--- config.mk ---
export PLATFORM = sky130hd
export DESIGN_NAME = ctrl_pipe
export DESIGN_NICKNAME = d
export VERILOG_FILES = /design/src/rtl/ctrl_pipe.sv
export SDC_FILE = /design/constraint.sdc
export NUM_CORES = 1
export LEC_CHECK = 0
export BUFFER_PORTS_ARGS = -buffer_cell sky130_fd_sc_hd__buf_2
export CORE_AREA = 3 3 72 74
export DETAILED_ROUTE_END_ITERATION = 6
export DIE_AREA = 0 0 75 77
export PLACE_DENSITY_LB_ADDON = 0.05
export RECOVER_POWER = 25
export SLEW_MARGIN = 20
export SYNTH_ARGS = -nofsm -noshare
export SYNTH_HDL_FRONTEND = slang
export SYNTH_SLANG_ARGS = --single-unit
--- constraint.sdc ---
create_clock -name clk -period 1.75 [get_ports clk]
set_input_delay 0.35 -clock clk [delete_from_list [all_inputs] [get_ports clk]]
set_output_delay 0.35 -clock clk [all_outputs]
set_load 0.02 [all_outputs]
--- src/rtl/ctrl_pipe.sv ---
// Control-word pipeline: NSTAGES registered stages with per-stage valid, stall/flush,
// stall back-propagation, bubble insertion and cumulative field masking.
// Optional retire/bubble counters are enabled with the macro CTRL_PIPE_PERF_EN.
module ctrl_pipe #(
    parameter int CW      = 16,
    parameter int NSTAGES = 3,
    parameter logic [NSTAGES*CW-1:0] STAGE_MASK = {(NSTAGES*CW){1'b1}}
) (
    input  logic                    clk,
    input  logic                    rst,
    input  logic [CW-1:0]           in_ctrl,
    input  logic                    in_valid,
    output logic                    in_ready,
    input  logic [NSTAGES-1:0]      stall,
    input  logic [NSTAGES-1:0]      flush,
    output logic [NSTAGES*CW-1:0]   ctrl_o,
    output logic [NSTAGES-1:0]      valid_o,
    output logic [NSTAGES-1:0]      stall_eff_o
`ifdef CTRL_PIPE_PERF_EN
    ,
    output logic [31:0]             retire_cnt,
    output logic [31:0]             bubble_cnt
`endif
);

    // Stage k keeps only the bits that survived every mask up to and including k.
    function automatic logic [NSTAGES*CW-1:0] cum_masks();
        logic [NSTAGES*CW-1:0] res;
        logic [CW-1:0]         acc;
        res = {(NSTAGES*CW){1'b0}};
        acc = {CW{1'b1}};
        for (int j = 0; j < NSTAGES; j++) begin
            acc = acc & STAGE_MASK[j*CW +: CW];
            res[j*CW +: CW] = acc;
        end
        return res;
    endfunction

    localparam logic [NSTAGES*CW-1:0] KEEP = cum_masks();

    logic [NSTAGES*CW-1:0] ctrl_r;
    logic [NSTAGES-1:0]    valid_r;
    logic [NSTAGES*CW-1:0] ctrl_nxt_s;
    logic [NSTAGES-1:0]    valid_nxt_s;
    logic [NSTAGES-1:0]    stall_eff_s;
    logic [CW-1:0]         src_ctrl_s;
    logic                  src_valid_s;
    logic                  up_stall_s;
`ifdef CTRL_PIPE_PERF_EN
    logic [NSTAGES-1:0]    bubble_s;
`endif

    // Effective stall: a stage is frozen if it or any later stage stalls.
    always_comb begin
        stall_eff_s = {NSTAGES{1'b0}};
        for (int k = 0; k < NSTAGES; k++) begin
            stall_eff_s[k] = |(stall >> k);
        end
    end

    // Next-state selection per stage: flush, hold, bubble, then load.
    always_comb begin
        ctrl_nxt_s  = ctrl_r;
        valid_nxt_s = valid_r;
        src_ctrl_s  = {CW{1'b0}};
        src_valid_s = 1'b0;
        up_stall_s  = 1'b0;
`ifdef CTRL_PIPE_PERF_EN
        bubble_s    = {NSTAGES{1'b0}};
`endif
        for (int k = 0; k < NSTAGES; k++) begin
            if (k == 0) begin
                src_ctrl_s  = in_ctrl;
                src_valid_s = in_valid;
                up_stall_s  = 1'b0;
            end else begin
                src_ctrl_s  = ctrl_r[(k-1)*CW +: CW];
                src_valid_s = valid_r[k-1];
                up_stall_s  = stall_eff_s[k-1];
            end
            if (flush[k]) begin
                ctrl_nxt_s[k*CW +: CW] = {CW{1'b0}};
                valid_nxt_s[k]         = 1'b0;
            end else if (stall_eff_s[k]) begin
                ctrl_nxt_s[k*CW +: CW] = ctrl_r[k*CW +: CW];
                valid_nxt_s[k]         = valid_r[k];
            end else if (up_stall_s) begin
                ctrl_nxt_s[k*CW +: CW] = {CW{1'b0}};
                valid_nxt_s[k]         = 1'b0;
`ifdef CTRL_PIPE_PERF_EN
                bubble_s[k]            = 1'b1;
`endif
            end else begin
                // Invalid words are zeroed so valid=0 always implies ctrl=0.
                ctrl_nxt_s[k*CW +: CW] = src_valid_s ? (src_ctrl_s & KEEP[k*CW +: CW])
                                                     : {CW{1'b0}};
                valid_nxt_s[k]         = src_valid_s;
            end
        end
    end

    // Stage registers with synchronous reset.
    always_ff @(posedge clk) begin
        if (rst) begin
            ctrl_r  <= {(NSTAGES*CW){1'b0}};
            valid_r <= {NSTAGES{1'b0}};
        end else begin
            ctrl_r  <= ctrl_nxt_s;
            valid_r <= valid_nxt_s;
        end
    end

`ifdef CTRL_PIPE_PERF_EN
    logic retire_fire_s;
    assign retire_fire_s = valid_r[NSTAGES-1] & ~stall_eff_s[NSTAGES-1] & ~flush[NSTAGES-1];

    // Wrapping performance counters.
    always_ff @(posedge clk) begin
        if (rst) begin
            retire_cnt <= 32'd0;
            bubble_cnt <= 32'd0;
        end else begin
            retire_cnt <= retire_fire_s ? retire_cnt + 32'd1 : retire_cnt;
            bubble_cnt <= (|bubble_s)   ? bubble_cnt + 32'd1 : bubble_cnt;
        end
    end
`endif

    assign in_ready    = ~stall_eff_s[0];
    assign stall_eff_o = stall_eff_s;
    assign ctrl_o      = ctrl_r;
    assign valid_o     = valid_r;

endmodule

# Word level (Yosys, flattened, before mapping)
# Index checks and enable logic that the tools add are counted.
dict set report word_totals {
  ff_bits 51
  elab_cells 19
  output_inout_bits 55
  input_bits 25
}
dict set report op_classes {
  bitwise_logic 1
  n_mux 7
  n_reduce_logical 5
}
# op count
set op_table {}
lappend op_table {{16-bit 2-to-1 mux} 5}
lappend op_table {{2-bit OR reduction} 4}
lappend op_table {{3-bit OR reduction} 1}
lappend op_table {{1-bit 2-to-1 mux} 2}
lappend op_table {{1-bit NOT} 1}

# Logic depth before layout (Yosys ltp)
dict set report logic_depth {
  depth_word 2
  ltp_mapped 5
}

# Worst setup path before layout
# Ideal clock, no wire load.
dict set report synth_timing {
  kind {input port to output port}
  startpoint {in stall[1]}
  endpoint {out stall_eff_o[0]}
  n_path_buf 2
  setup_slack_ns 0.211
  path_stages 4
  t_arrival_ns 1.189
  path_cell_list {buf_4 -> nor3_4 -> buf_8 -> inv_1}
}
dict set report synth_via {
  elab_chain_cells 1
}
# element line_no
set synth_lines {}
lappend synth_lines {{start, declared} 14} ;# input logic [NSTAGES-1:0] stall,
lappend synth_lines {{3-bit OR reduction} 57} ;# stall_eff_s[k] = |(stall >> k);
lappend synth_lines {{end, declared} 18} ;# output logic [NSTAGES-1:0] stall_eff_o
# No other way between the ends.

# Worst setup path after layout
dict set report layout_timing {
  startpoint {in rst}
  endpoint {reg ctrl_r[5], in the netlist ctrl_o[5]}
}
dict set report layout_via {
  elab_chain_cells 1
}
# element line_no
set layout_lines {}
lappend layout_lines {{start, declared} 10} ;# input logic rst,
lappend layout_lines {{2-bit OR reduction (no source line)} --}
lappend layout_lines {{end signal, assigned} 105} ;# ctrl_r <= {(NSTAGES*CW){1'b0}};
lappend layout_lines {{end signal, assigned} 108} ;# ctrl_r <= ctrl_nxt_s;
lappend layout_lines {{end, declared} 41} ;# logic [NSTAGES*CW-1:0] ctrl_r;
# No other way between the ends.
# A chain may end at the register's enable or synchronous reset.

==> results.txt <==
status -> complete, no violations
max frequency -> 658.9 MHz
clock root buffer -> clkbuf_8
Layout fillers -> 429
Final WS setup -> 0.2322 ns
HP Class -> in -> reg
Die Wd -> 75 microns
CTS Buffer Depth -> 2
Sum Neg Setup Slack -> 0 ns
leakage power -> 1.143 nW
CP max stage delay -> 0.53 ns
relative max-transition margin -> 25.89%
CTS HTree Levels -> 2
Slew Viols, Final -> 0
VDD IR-drop max -> 0.5115 mV
Crit path max-delay family -> buffers and inverters
clk_skew -> 0.007618 ns
WL final -> 5094 microns
largest area contributor in the netlist -> dfxtp_1
Buf/Inv on CP -> 2
DR vias -> 1804
vias in the first global route -> 1692
total power -> 2.040 mW
RD Place Congestion -> 0.6936
Post-Layout Cell Count -> 312
Worst Path Max Fanout -> 46
top cells by area, synth -> dfxtp_1, a32o_1, nor3b_1, nor4bb_1, mux2_4
Residual DRC -> 0
Final Setup Violations -> 0
PortBufs -> 79
final hold vios -> 0
layout cells sized above 1 -> 43.41%
Slew @ Worst Pin -> 1.108 ns
worst endpoint data arrival time -> 1.72 ns
antenna violations before repair -> 0
Post-CTS Setup Repair Bufs -> 0
Final #Nets -> 282
YS warnings -> 0
Syn Nets -> 211
Routed Antenna Nets -> 0
worst hold slack -> 0.3969 ns
first-pass GRT wire length -> 8217 microns
Reg2Reg Depth -> 3
GRT Total Usage -> 18.22%
hold_buf cts -> 0
Synth top area share -> 45.54%
DR pass1 iterations -> 4
crit path time final -> 1.518 ns
I/O pins -> 80
Ant. Diodes -> 0
Seq/Total Area, Yosys -> 45.54%
cts bufs inserted -> 5
fin crit share -> 86.73%
Placed Instances -> 304
CP Class -> in -> reg
largest net degree at the start of global routing -> 47
Area Growth Syn to Fin -> 21.09%
pre-CTS WS -> -0.003525 ns
GRT overflow -> 0
pwr/cell area -> 751.4 nW/um^2
number of cells on the critical path -> 4
Via density -> 5.782
die area -> 5775 sq um
Clk Latency, worst-skew pair -> 0.31 ns
CTS tree -> done
max-cap viol count -> 0
Die Height -> 77 microns
Worst Path Required -> 1.95 ns
Worst setup EP type -> flip-flop
post_cts resized -> 0
Gate Count Post-Synth -> 186
worst hold stages -> 2
row cnt -> 25
Synth Area per Inst -> 12.05 sq um
slowest cell on the critical path -> clkbuf_4
WL/cell -> 16.33 microns
Clock Sinks -> 51
Setup crit start kind -> input port
DR iter-0 viols -> 68
RSZ-0062 raised after global routing -> no
Post-Syn Area -> 2242 sq um
Cell variety after synth -> 24
core region area -> 4661 sq um
clk slew on worst S/H paths -> 0.09 ns
HPWL after DPL -> 3613 microns
starting density of the core -> 48.11%
#FFs+latches synth -> 51
worst-path cell chain -> clkbuf_1, clkbuf_4, and4bb_2, mux2_2
## registers in the layout (all words and copies together), names as in the netlist
name     flops
valid_o      3
ctrl_o      48
## layout make-up
class / count / area (sq um) / area share [%]
clock buffer: 6 / 82.58 / 3.041
clock inverter: 2 / 16.27 / 0.5991
inverter: 1 / 3.754 / 0.1382
multi-input combinational: 110 / 1069 / 39.35
sequential: 51 / 1021 / 37.60
tap: 54 / 67.56 / 2.488
timing repair buffer: 88 / 455.4 / 16.77
## routing by layer
| layer | GRT usage (%) | wire length (microns) | part of all wire (%) | vias up |
|---|---|---|---|---|
| li1 | - | - | - | 871 |
| met1 | 24.24 | 2258 | 44 | 882 |
| met2 | 28.31 | 2504 | 49 | 45 |
| met3 | 4.456 | 271 | 5.3 | 6 |
| met4 | 6.406 | 59 | 1.2 | 0 |
| met5 | 0 | 0 | 0 | - |
## cells in the mapped netlist
cell	number
nor2_1	2
nor4b_4	1
nor3b_1	32
a211oi_1	1
inv_1	1
nor3_4	1
mux2_2	8
buf_1	1
buf_4	6
o31ai_1	1
clkbuf_1	6
and4bb_2	2
mux2_4	8
and2_1	1
buf_6	2
nor4bb_1	14
or2_1	1
a32o_1	32
o21a_1	3
dfxtp_1	51
nor3b_2	2
buf_8	1
buf_2	8
or4b_1	1
## cell families (layout without fill, tap and decap cells)
| kind of cell | Yosys count | after routing | share of synthesized area, % |
|---|---|---|---|
| buffers and inverters | 25 | 97 | 6.807 |
| and+or+nand+nor | 57 | 57 | 22.32 |
| AOI/OAI and AO/OA | 37 | 37 | 15.96 |
| muxes | 16 | 16 | 9.375 |
| DFF | 51 | 51 | 45.54 |
## power breakdown
part	switching, mW	total (mW)	internal, mW
combinational	0.0994	0.161	0.0615
clock	0.391	0.714	0.323
sequential	0.00246	1.17	1.16
total	0.493	2.04	1.55
## stage by stage
step | instance area [sq um] | utilization, %
3_3_place_gp | 2636 | 56.56
5_1_grt | 2715 | 58.26
3_5_place_dp | 2636 | 56.56
4_1_cts | 2735 | 58.68
2_1_floorplan | 2242 | -
6_report | 2715 | 58.26
## layout by cell type, fill, tap and decap left out, drive strengths merged, types with 2 or more instances in the layout
cell type / synthesis / routed
a32o: 32 / 32
and4bb: 2 / 2
buf: 18 / 81
clkbuf: 6 / 13
dfxtp: 51 / 51
mux2: 16 / 16
nor2: 2 / 2
nor3b: 34 / 34
nor4bb: 14 / 14
o21a: 3 / 3
## final timing paths
| path | startpoint | end | slack, ns |
|---|---|---|---|
| max | rst | ctrl_o[5]$_SDFFE_PP0N_ | 0.23 |
| min | flush[0] | valid_o[0]$_SDFFE_PP0N_ | 0.40 |
| max reg2reg | valid_o[1]$_SDFFE_PP0N_ | ctrl_o[34]$_SDFFE_PP0N_ | 0.71 |
| min reg2reg | ctrl_o[36]$_SDFFE_PP0N_ | ctrl_o[36]$_SDFFE_PP0N_ | 0.47 |
Note: power is estimated with default switching activity, not from simulation.
